### src/rtl/pl_stage_reg.sv
// pl_stage_reg: parametrised pipeline stage register with valid/ready,
// flush and stall counter; optional skid entry via PL_STAGE_SKID_EN.
module pl_stage_reg #(
  parameter int unsigned         DATA_W    = 24,
  parameter logic [DATA_W-1:0]   RESET_VAL = '0,
  parameter logic [DATA_W-1:0]   FLUSH_VAL = '0,
  parameter int unsigned         CNT_W     = 16
) (
  input  logic              clk,
  input  logic              rst,
  input  logic              up_valid,
  input  logic [DATA_W-1:0] up_data,
  output logic              up_ready,
  input  logic              flush,
  output logic              dn_valid,
  output logic [DATA_W-1:0] dn_data,
  input  logic              dn_ready,
  output logic [CNT_W-1:0]  stall_cnt
);

  logic              w_main_valid;
  logic [DATA_W-1:0] r_main_data;
  logic [CNT_W-1:0]  r_stall_cnt;
  logic              w_acc;
  logic              w_drn;

`ifdef PL_STAGE_SKID_EN

  typedef enum logic [1:0] {
    S_EMPTY,
    S_ONE,
    S_TWO
  } state_t;

  state_t            r_state;
  state_t            w_next;
  logic [DATA_W-1:0] r_skid_data;
  logic              r_up_ready;

  assign w_main_valid = (r_state != S_EMPTY);
  assign w_acc        = up_valid && r_up_ready;
  assign w_drn        = w_main_valid && dn_ready;
  assign up_ready     = r_up_ready;

  // next-state: occupancy after this edge's accept/drain
  always_comb begin
    w_next = r_state;
    unique case (r_state)
      S_EMPTY: if (w_acc) w_next = S_ONE;
      S_ONE: begin
        if (w_acc && !w_drn)      w_next = S_TWO;
        else if (!w_acc && w_drn) w_next = S_EMPTY;
      end
      S_TWO:   if (w_drn) w_next = S_ONE;
      default: w_next = S_EMPTY;
    endcase
    if (flush) w_next = S_EMPTY;
  end

  // state register and registered ready (no path from dn_ready)
  always_ff @(posedge clk) begin
    if (rst) begin
      r_state    <= S_EMPTY;
      r_up_ready <= 1'b1;
    end else begin
      r_state    <= w_next;
      r_up_ready <= (w_next != S_TWO);
    end
  end

  // data entries: main always holds the older payload
  always_ff @(posedge clk) begin
    if (rst) begin
      r_main_data <= RESET_VAL;
      r_skid_data <= RESET_VAL;
    end else if (flush) begin
      r_main_data <= FLUSH_VAL;
      r_skid_data <= FLUSH_VAL;
    end else begin
      unique case (r_state)
        S_EMPTY: if (w_acc) r_main_data <= up_data;
        S_ONE: begin
          if (w_acc && w_drn) r_main_data <= up_data;
          else if (w_acc)     r_skid_data <= up_data;
        end
        S_TWO:   if (w_drn) r_main_data <= r_skid_data;
        default: ;
      endcase
    end
  end

`else

  logic r_main_valid;

  assign w_main_valid = r_main_valid;
  assign up_ready     = !r_main_valid || dn_ready;
  assign w_acc        = up_valid && up_ready;
  assign w_drn        = r_main_valid && dn_ready;

  // single entry: load on accept, empty on drain-only
  always_ff @(posedge clk) begin
    if (rst) begin
      r_main_valid <= 1'b0;
      r_main_data  <= RESET_VAL;
    end else if (flush) begin
      r_main_valid <= 1'b0;
      r_main_data  <= FLUSH_VAL;
    end else if (w_acc) begin
      r_main_valid <= 1'b1;
      r_main_data  <= up_data;
    end else if (w_drn) begin
      r_main_valid <= 1'b0;
    end
  end

`endif

  // saturating count of stalled cycles; only reset clears it
  always_ff @(posedge clk) begin
    if (rst) begin
      r_stall_cnt <= '0;
    end else if (w_main_valid && !dn_ready && !flush) begin
      if (r_stall_cnt != {CNT_W{1'b1}})
        r_stall_cnt <= r_stall_cnt + CNT_W'(1);
    end
  end

  assign dn_valid  = w_main_valid;
  assign dn_data   = r_main_data;
  assign stall_cnt = r_stall_cnt;

endmodule
### config.mk
export PLATFORM = sky130hd
export DESIGN_NAME = pl_stage_reg
export DESIGN_NICKNAME = d
export VERILOG_FILES = /design/src/rtl/pl_stage_reg.sv
export SDC_FILE = /design/constraint.sdc
export NUM_CORES = 1
export LEC_CHECK = 0
export ABC_AREA = 1
export CAP_MARGIN = 20
export CORE_MARGIN = 5
export CORE_UTILIZATION = 45
export CTS_CLUSTER_DIAMETER = 80
export DETAILED_ROUTE_END_ITERATION = 8
export GPL_TIMING_DRIVEN = 0
export MAX_ROUTING_LAYER = met4
export PLACE_DENSITY = 0.88
export SLEW_MARGIN = 10
export SYNTH_ARGS = -nofsm -noshare
export SYNTH_HDL_FRONTEND = slang
export SYNTH_SLANG_ARGS = --single-unit
export TNS_END_PERCENT = 50
### constraint.sdc
create_clock -name clk -period 2.05 [get_ports clk]
set_input_delay 0.205 -clock clk [delete_from_list [all_inputs] [get_ports clk]]
set_output_delay 0.205 -clock clk [all_outputs]
set_load 0.05 [all_outputs]
==> metrics.txt <==
IO Port Bufs=70; share of cells above drive strength 1=11.18%; Initial Utilization=46.93%; Critical Path Source=dn_ready; met3 routed WL=461 um; Critical Path End=up_ready; DRC Markers=0; initial antenna violation count=0; largest net degree at the start of global routing=15; leakage=0.001087 uW; Setup crit start kind=input pin; Crit path top cell by count=clkdlybuf4s50_1; final critical-path share of the clock period=between 90% and 100%; filler cell count=329; clock skew after layout=between 0.002 and 0.0025 ns; CP Class=in -> out; hold buffers post-CTS=0; Slew Limit Headroom=63.50%; number of global-route vias before repair=just under 2000; worst-margin pin slew=0.5458 ns; mean post-synth cell area=roughly 7 um^2; clk buf depth=2; max-slew violations=0; top sig layer=met4; overall power=1844 uW; IO Count=71; Clock transition at path regs=0.08 ns; CTS tree=yes; Antenna Cells=0; # resized after CTS=0; Main synth FF type=dfxtp_1; clock root cell=clkbuf_8; crit-path max cell delay=0.83 ns; Synth Warn #=0; GP Congestion=just over 0.9; library cells used by synthesis=25; Post-CTS Setup Repair Bufs=0; TritonCTS Buffers=5; Routed Antenna Nets=0; Layout area overhead=47.65%; post-synthesis sequential area ratio=43.41%; setup violators final=0; Layout Nets=369; worst r2r dst=stall_cnt[11]; Post-synth ARST share=0%; Worst VDD drop=~0.0005 V; slowest CP cell=clkdlybuf4s50_1; die area=5597 um^2; grt ovf=0; EDFF count, synth=0; CP Data Arrival Time=between 1.5 and 2 ns; R2R Path Start=stall_cnt[0]; endpoint class of the critical path=primary output; H-tree depth=2; unrepaired setup endpoints after global routing=false; Avg WL per Cell=13.31 um; die height=74.82 um; fmax=about 530 MHz; Cells after Synth=262; initial detailed-routing violation count=101; Pwr Density=660.8 nW/um^2; R2R depth=9; WL met2=2447 um; outcome=finished clean; Syn Std Cell Area=1891 um^2; Final Util=between 60 and 70%; Yosys reg bits=41; max-cap viol count=0; via density per instance=roughly 5; Metal-1 WL=between 2000 and 2500 um; net count after synthesis=292; first-pass GRT wire length=8645 um; GRT Overall Usage=between 20% and 30%; Hold WC Path Type=in -> reg; CP Cell Sequence=clkdlybuf4s50_1, inv_1, nand2_1, clkdlybuf4s50_1; final setup TNS=0 ns; Routed WL=5189 um; Clock Sinks=41; die width=74.82 um; Hold Vio Cnt, Final=0; DPL Wire Length=3811 um; Period minus WS final=1.903 ns; Core Box Area=4029 um^2; Clock Latency Late Sink=0.30 ns; 1st-pass router iterations=4; worst reg-to-reg setup slack=between 0.4 and 0.5 ns; row cnt=23; WP data required=approximately 1.9 ns; detailed-route via count=1946; Crit Path Max Fanout=3
==> worst min path at each step <==
stage | startpoint | end | slack [ns] | depth (start not counted)
after CTS | up_data[12] | dn_data[12] | 0.44 | 3
after floorplan | rst | stall_cnt[2] | 0.27 | 1
after global placement | dn_data[9] | dn_data[9] | 0.45 | 2
after global routing | up_data[2] | dn_data[2] | 0.45 | 3
final | up_data[2] | dn_data[2] | 0.45 | 3
after detailed placement | dn_data[14] | dn_data[14] | 0.46 | 2
==> flip-flops by register name (all words and copies together), names as in the netlist <==
signal,cells
dn_data,24
stall_cnt,16
dn_valid,1
==> cell usage in the layout (no fill, tap or decap), drive strengths merged <==
master         Yosys  final
buf                6      6
nor2              39     39
nand2             91     91
ha                 1      1
clkbuf             2      7
a21oi             37     37
nand4              3      3
nor3               3      3
dfxtp             41     41
o21ai              2      2
clkinv             1      1
xor2               1      1
inv               16     17
nand3             19     19
bufinv             0      2
clkdlybuf4s50      0     70
==> cell families (layout without fill, tap and decap cells) <==
kind of cell    count (synthesis)  after routing  synth area share [%]
compound gates                 39             39                 10.52
xor+xnor                        1              1                0.4634
fa+ha+maj                       1              1                0.6617
buf+inv                        25            103                 6.353
flops                          41             41                 43.42
simple gates                  155            155                 38.58
==> metrics by stage <==
step | hold WS, ns | std cells | setup slack (ns) | instance area, um^2
floorplan | 0.2741 | 262 | 0.1213 | 1891
global placement | 0.4505 | 382 | 0.1828 | 2654
detailed placement | 0.4552 | 382 | 0.1715 | 2654
CTS | 0.4414 | 390 | 0.1361 | 2791
global route | 0.4548 | 390 | 0.1010 | 2791
finish | 0.4504 | 390 | 0.1472 | 2791
==> layout make-up <==
type                       instances  area (um^2)  area share, %
timing repair buffer              70        700.7          25.10
sequential                        41        820.8          29.40
buffer                             8        55.05          1.972
clock inverter                     3        68.82          2.465
inverter                          17        65.06          2.331
multi-input combinational        196        949.7          34.02
clock buffer                       5        68.82          2.465
tap                               50        62.56          2.241
==> worst max-delay path: cells and delay by family <==
kind	cells	cell delay [ns]
buffers and inverters	3	1.35
and+or+nand+nor	1	0.13
==> Yosys cell counts, types with 2 or more instances <==
library cell  count  share of area, %
nand2_1          84                17
buf_4             2              0.79
buf_2             2              0.53
nor2_1           32               6.4
a21oi_1          36               9.5
clkbuf_1          2              0.40
nor2_4            6               3.6
nand2_4           2               1.2
nand4_1           3              0.99
nand3_1          13               3.4
nand3_2           5               2.6
nand2_2           5               1.7
buf_6             2               1.2
inv_1            14               2.8
nor3_1            3              0.79
inv_2             2              0.40
dfxtp_1          41                43
==> per-layer routing <==
layer	global-route usage, %	vias up
met4	5.929	0
met1	23.70	878
li1	-	991
met5	-	-
met2	34.54	69
met3	7.610	8
==> power breakdown <==
part	total, uW	leakage (uW)	internal, uW	switching (uW)
registers	822	0.000332	813	9.75
logic	228	0.000686	98.3	130
clock network	794	0.0000687	490	304
Power figures use the tool's default switching activity.
